===== src/rtl/fifo_rd_unpacker.sv =====
// Read-side unpacker for a RAM FIFO: pulls 32-bit words with a one-cycle read
// latency and emits them as 32/16/8-bit beats over a valid/ready handshake.
module fifo_rd_unpacker #(
    parameter int unsigned BIG_ENDIAN        = 0,
    parameter int unsigned FLUSH_ON_RST_ONLY = 0
) (
    input  logic        CLK,
    input  logic        RST,
    input  logic        EMPTY,
    output logic        REN,
    input  logic [31:0] RDATA,
    input  logic [1:0]  OMODE,
    input  logic        FLUSH,
    output logic [31:0] ODATA,
    output logic        OVALID,
    input  logic        OREADY,
    output logic        BUSY
);

    localparam logic [1:0] MODE_W32  = 2'b00;
    localparam logic [1:0] MODE_W16  = 2'b01;
    localparam logic       BIG_LANES = (BIG_ENDIAN != 0);
    localparam logic       FLUSH_EN  = (FLUSH_ON_RST_ONLY == 0);

    // Index of the final beat of a word for a given beat width.
    function automatic logic [1:0] last_lane(input logic [1:0] mode);
        logic [1:0] last;
        case (mode)
            MODE_W32: last = 2'd0;
            MODE_W16: last = 2'd1;
            default:  last = 2'd3;
        endcase
        return last;
    endfunction

    function automatic logic [31:0] select_beat(input logic [31:0] word,
                                                input logic [1:0]  mode,
                                                input logic [1:0]  lane);
        logic [1:0]  idx;
        logic [31:0] beat;
        idx  = BIG_LANES ? (2'd3 - lane) : lane;
        beat = 32'd0;
        case (mode)
            MODE_W32: beat = word;
            MODE_W16: begin
                if (lane[0] ^ BIG_LANES) begin
                    beat = {16'd0, word[31:16]};
                end else begin
                    beat = {16'd0, word[15:0]};
                end
            end
            default: begin
                case (idx)
                    2'd0:    beat = {24'd0, word[7:0]};
                    2'd1:    beat = {24'd0, word[15:8]};
                    2'd2:    beat = {24'd0, word[23:16]};
                    default: beat = {24'd0, word[31:24]};
                endcase
            end
        endcase
        return beat;
    endfunction

    logic [31:0] out_word_q, out_word_d;
    logic [1:0]  out_mode_q, out_mode_d;
    logic        out_valid_q, out_valid_d;
    logic [1:0]  lane_q, lane_d;
    logic [31:0] skid0_q, skid0_d;
    logic [31:0] skid1_q, skid1_d;
    logic        skid_wr_q, skid_wr_d;
    logic        skid_rd_q, skid_rd_d;
    logic [1:0]  skid_cnt_q, skid_cnt_d;
    logic        inflight_q, inflight_d;
    logic [31:0] odata_q, odata_d;
    logic        busy_q, busy_d;

    logic        flush_eff_s;
    logic [2:0]  held_s;
    logic [2:0]  occupancy_s;
    logic        ren_s;
    logic        accept_s;
    logic        last_beat_s;
    logic        out_free_s;
    logic        push_s;
    logic        pop_s;
    logic [31:0] skid_head_s;

    // Occupancy, read request and handshake decode from registered state.
    always_comb begin
        flush_eff_s = FLUSH & FLUSH_EN;
        held_s      = {2'b00, out_valid_q} + {1'b0, skid_cnt_q};
        occupancy_s = held_s + {2'b00, inflight_q};
        ren_s       = !RST & !EMPTY & !flush_eff_s & (occupancy_s < 3'd3);
        accept_s    = out_valid_q & OREADY;
        last_beat_s = (lane_q == last_lane(out_mode_q));
        out_free_s  = !out_valid_q | (accept_s & last_beat_s);
        skid_head_s = skid_rd_q ? skid1_q : skid0_q;
    end

    // Next-state: output word load, lane stepping, skid FIFO push/pop, flush.
    always_comb begin
        out_word_d  = out_word_q;
        out_mode_d  = out_mode_q;
        out_valid_d = out_valid_q;
        lane_d      = lane_q;
        skid0_d     = skid0_q;
        skid1_d     = skid1_q;
        skid_wr_d   = skid_wr_q;
        skid_rd_d   = skid_rd_q;
        skid_cnt_d  = skid_cnt_q;
        inflight_d  = ren_s;
        push_s      = 1'b0;
        pop_s       = 1'b0;

        if (flush_eff_s) begin
            // Data landing this edge belongs to a read issued before the flush.
            out_word_d  = 32'd0;
            out_mode_d  = MODE_W32;
            out_valid_d = 1'b0;
            lane_d      = 2'd0;
            skid_wr_d   = 1'b0;
            skid_rd_d   = 1'b0;
            skid_cnt_d  = 2'd0;
            inflight_d  = 1'b0;
        end else begin
            if (out_free_s) begin
                lane_d = 2'd0;
                if (skid_cnt_q != 2'd0) begin
                    out_word_d  = skid_head_s;
                    out_mode_d  = OMODE;
                    out_valid_d = 1'b1;
                    pop_s       = 1'b1;
                    push_s      = inflight_q;
                end else if (inflight_q) begin
                    out_word_d  = RDATA;
                    out_mode_d  = OMODE;
                    out_valid_d = 1'b1;
                end else begin
                    out_valid_d = 1'b0;
                end
            end else begin
                push_s = inflight_q;
                if (accept_s) begin
                    lane_d = lane_q + 2'd1;
                end else begin
                    lane_d = lane_q;
                end
            end

            if (push_s) begin
                if (skid_wr_q) begin
                    skid1_d = RDATA;
                end else begin
                    skid0_d = RDATA;
                end
                skid_wr_d = !skid_wr_q;
            end else begin
                skid_wr_d = skid_wr_q;
            end

            if (pop_s) begin
                skid_rd_d = !skid_rd_q;
            end else begin
                skid_rd_d = skid_rd_q;
            end

            skid_cnt_d = skid_cnt_q + {1'b0, push_s} - {1'b0, pop_s};
        end

        odata_d = select_beat(out_word_d, out_mode_d, lane_d);
        busy_d  = out_valid_d | (skid_cnt_d != 2'd0) | inflight_d;
    end

    // State registers; reset clears everything without needing a clock.
    always_ff @(posedge CLK or posedge RST) begin
        if (RST) begin
            out_word_q  <= 32'd0;
            out_mode_q  <= MODE_W32;
            out_valid_q <= 1'b0;
            lane_q      <= 2'd0;
            skid0_q     <= 32'd0;
            skid1_q     <= 32'd0;
            skid_wr_q   <= 1'b0;
            skid_rd_q   <= 1'b0;
            skid_cnt_q  <= 2'd0;
            inflight_q  <= 1'b0;
            odata_q     <= 32'd0;
            busy_q      <= 1'b0;
        end else begin
            out_word_q  <= out_word_d;
            out_mode_q  <= out_mode_d;
            out_valid_q <= out_valid_d;
            lane_q      <= lane_d;
            skid0_q     <= skid0_d;
            skid1_q     <= skid1_d;
            skid_wr_q   <= skid_wr_d;
            skid_rd_q   <= skid_rd_d;
            skid_cnt_q  <= skid_cnt_d;
            inflight_q  <= inflight_d;
            odata_q     <= odata_d;
            busy_q      <= busy_d;
        end
    end

    assign REN    = ren_s;
    assign ODATA  = odata_q;
    assign OVALID = out_valid_q;
    assign BUSY   = busy_q;

endmodule


===== config.mk =====
export PLATFORM = sky130hd
export DESIGN_NAME = fifo_rd_unpacker
export DESIGN_NICKNAME = d
export VERILOG_FILES = /design/src/rtl/fifo_rd_unpacker.sv
export SDC_FILE = /design/constraint.sdc
export NUM_CORES = 1
export LEC_CHECK = 0
export CORE_MARGIN = 2
export CORE_UTILIZATION = 55
export DETAILED_ROUTE_END_ITERATION = 8
export PLACE_DENSITY = 0.82
export SETUP_SLACK_MARGIN = 0.4
export SLEW_MARGIN = 20
export SYNTH_ARGS = -nofsm -noshare
export SYNTH_HDL_FRONTEND = slang
export SYNTH_SLANG_ARGS = --single-unit

===== constraint.sdc =====
create_clock -name CLK -period 6.6 [get_ports CLK]
set_input_delay 1.65 -clock CLK [delete_from_list [all_inputs] [get_ports CLK]]
set_output_delay 1.65 -clock CLK [all_outputs]
set_load 0.05 [all_outputs]

==> summary.txt <==
Clocking
  • Clk slew on worst S/H paths: 60 ps
  • CTS root buf: clkbuf_16
  • Post-cts sizing count: 0
  • Post-CTS setup buffer count: 0
  • TritonCTS clock tree: yes
  • Worst-skew pair later-pin latency: 430 ps
  • Sink Count: 139
  • CTS Hold Buffers Added: 0
  • H-Tree Depth: 4
  • CTS buffer count: 17
  • Clock buffer depth: 2

Synthesis
  • Syn_area_per_cell: 11.9 µm²
  • Syn nets: 661
  • Area leader, netlist: dfrtp_1
  • Post-synthesis sequential area ratio: 47.4%
  • Share of synthesized registers carrying an async set or reset: 100%
  • Yosys synthesis warning count: 0
  • Cells after Synth: 618
  • Number of synthesized register bits: 139
  • Yosys top cell area share: 47.4%
  • Area contributors post-synth: dfrtp_1 (47%), mux2_4 (12%), mux2i_1 (3.4%), mux2_2 (2.8%), a21oi_1 (2.3%)
  • Post-synth EDFFs: 0
  • Synth unique cells: 64
  • Mapped Area: 7340 µm²
  • Top FF cell, synth: dfrtp_1

STA
  • Final setup viols: 0
  • Setup Skew: 8.74 ps
  • Setup TNS: 0 ps
  • Tcrit/Tclk final: 80.8%
  • Unrepaired setup endpoints after global routing: no
  • Max Clock Freq: 188 MHz
  • Final Hold Violating Endpoints: 0
  • Slew headroom: 28.6%
  • Max Slew Vio Count: 0
  • Worst slew pin tran: 1070 ps
  • Minimum clock period: 5330 ps

Flow run
  • # Max-Cap Violations: 0

Setup path
  • Crit-path max FO: 2
  • Worst Path Arrival: 3680 ps
  • Worst setup EP type: primary output
  • Flop2flop setup slack: 3420 ps
  • R2r worst-path depth: 8
  • Reg2reg start: lane_q[1]$_DFF_PP0_
  • Worst Path Required: 4950 ps
  • Reg-to-reg endpoint: BUSY$_DFF_PP0_
  • Crit path kind: in -> out
  • Startpoint Class: primary input

Place
  • Post-DP HPWL: 11.4 mm
  • Port buffer count: 73
  • GP Congestion: 0.879

Finish
  • Number of inserted diodes: 0
  • Synthesis-to-finish area growth: 18.1%
  • Post-layout util: 66.0%
  • Layout net count: 714
  • Layout cell share with drive strength beyond 1: 24.3%

GRT
  • Global-route usage over all layers: 26.3%
  • Number of global-route vias before repair: 5251
  • First-pass GRT wire length: 29.1 mm
  • Initial antenna violation count: 0
  • Pin count of the biggest net entering global routing: 77
  • Grt ovf: 0

Floorplanning
  • Standard-cell rows: 42
  • Die X: 120 µm
  • IO Pins: 74
  • Core Footprint: 13100 µm²
  • Die ar.: 14300 µm²
  • Height of the die: 120 µm
  • Initial Util: 55.9%

Status
  • Run status: finished clean

Pwr
  • Leak: 3.83 nW
  • VDD IR max: 235 µV
  • Sequential power share: 32.0%
  • Power Density: 504 nW/µm²
  • Psw: 1.73 mW
  • Internal Power: 2.64 mW
  • Sw Share: 39.6%
  • Clock power share: 24.3%
  • Combinational group share of total power: 43.7%

Worst hold path
  • Min-delay src: out_word_q[3]$_DFF_PP0_
  • Hold crit path type: reg -> reg
  • Worst hold stages: 1
  • Hold EP: out_word_q[3]$_DFF_PP0_

Drt
  • Routed Antenna Nets: 0
  • Iteration-0 DRC Markers: 484
  • Vias/cell: 6.05
  • First drt pass iteration count: 5
  • Detailed Route WL: 17.6 mm
  • Drc violations: 0
  • WL/cell: 20.5 µm
  • DR vias: 5201
-- metal layers --
metal | share of wire, % | global-route usage [%] | wire [µm] | vias to the layer above
met2 | 48 | 40.1 | 8400 | 211
met3 | 6.1 | 6.04 | 1070 | 30
met1 | 44 | 36.2 | 7740 | 2615
met5 | 0 | 0 | 0 | -
li1 | - | - | - | 2345
met4 | 2.4 | 11.3 | 431 | 0
-- layout make-up --
type | count | area (µm²)
fillers | 998 | 4470
clock buffers | 21 | 470
flip-flops and latches | 139 | 3480
multi-input cells | 416 | 3460
well taps | 176 | 220
repair buffers | 80 | 778
inverters | 17 | 66.3
clock inverters | 11 | 190
-- cell families (layout without fill, tap and decap cells) --
logic type	count (synthesis)	in the layout	synth area share, %
adder cells (fa/ha/maj)	5	5	0.921
AO/OA/AOI/OAI	123	123	11.9
AND/OR/NAND/NOR	177	177	14.8
buffers and inverters	63	129	5.40
XOR/XNOR	8	8	1.16
flip-flops	139	139	47.4
multiplexers	103	103	18.4
-- critical path: stages --
cell             delay, ps
clkdlybuf4s50_1        460
or4_1                  520
a21oi_1                210
clkdlybuf4s50_1        840
-- power groups by stage --
stage	sequential [mW]	clock (mW)	combinational, mW
after global routing	1.43	1.12	2.04
after CTS	1.39	1.07	1.90
after global placement	1.38	0	1.85
after detailed placement	1.41	0	1.88
final	1.40	1.06	1.91
after floorplan	1.66	0	1.13
-- synth_stat cells (3+ instances only) --
library cell  count
nor3_1           18
nor2_2            3
xor2_1            3
o21a_1            3
buf_12            3
o22ai_1           9
buf_1             3
o21ai_0          28
a221oi_1          4
xnor2_1           3
a21oi_1          33
a2bb2oi_1         6
nor2_1           43
mux2_2           18
mux2i_1          25
a221oi_2          4
nand3b_1         18
dfrtp_1         139
inv_1            17
ha_1              3
mux2_4           60
nand3_1          12
clkbuf_1         10
nor4_2            8
nor4_1            6
and3_1            3
or4b_2            7
buf_6            11
nor2b_1           4
buf_2            16
a2111oi_2         6
nor3b_1           9
a22o_1            7
nand2_1          26
a211oi_1          6
o21ai_1           6
nand2b_1          3
-- state kept, by name (all words and copies together) (netlist names), 2 cells and up --
register,count
ODATA,32
out_word_q,32
skid0_q,32
skid1_q,32
lane_q,2
out_mode_q,2
skid_cnt_q,2
-- cells in the final DEF, fill, tap and decap left out, drive strengths merged, types with 7 or more instances in the layout --
cell / instances
a221oi: 8
o21ai: 35
mux2i: 25
nand3b: 18
clkdlybuf4s50: 72
a22o: 7
nor3: 21
mux2: 78
buf: 8
nor4: 14
a21oi: 33
nand2: 28
or4b: 7
nor2: 47
o22ai: 9
inv: 17
nor3b: 9
dfrtp: 139
clkbuf: 21
nand3: 12
-- stage by stage --
stage / std cells / total power, mW / setup WS, ps / instance area, µm² / hold slack (ps)
after global routing: 860 / 4.58 / 1210 / 8670 / 515
after detailed placement: 828 / 3.29 / 1290 / 8010 / 485
after floorplan: 618 / 2.79 / 1230 / 7340 / 464
after global placement: 828 / 3.23 / 1340 / 8010 / 475
after CTS: 860 / 4.37 / 1280 / 8670 / 498
final: 860 / 4.37 / 1270 / 8670 / 497
-- how the worst max path moves through the flow --
stage | startpoint | end | slack, ps | cells past startpoint
final | RST | REN | 1270 | 4
after global routing | RST | REN | 1210 | 4
after CTS | RST | REN | 1280 | 4
after detailed placement | RST | REN | 1290 | 4
after global placement | RST | REN | 1340 | 4
after floorplan | RST | BUSY$_DFF_PP0_ | 1230 | 1
Power figures use the tool's default switching activity.
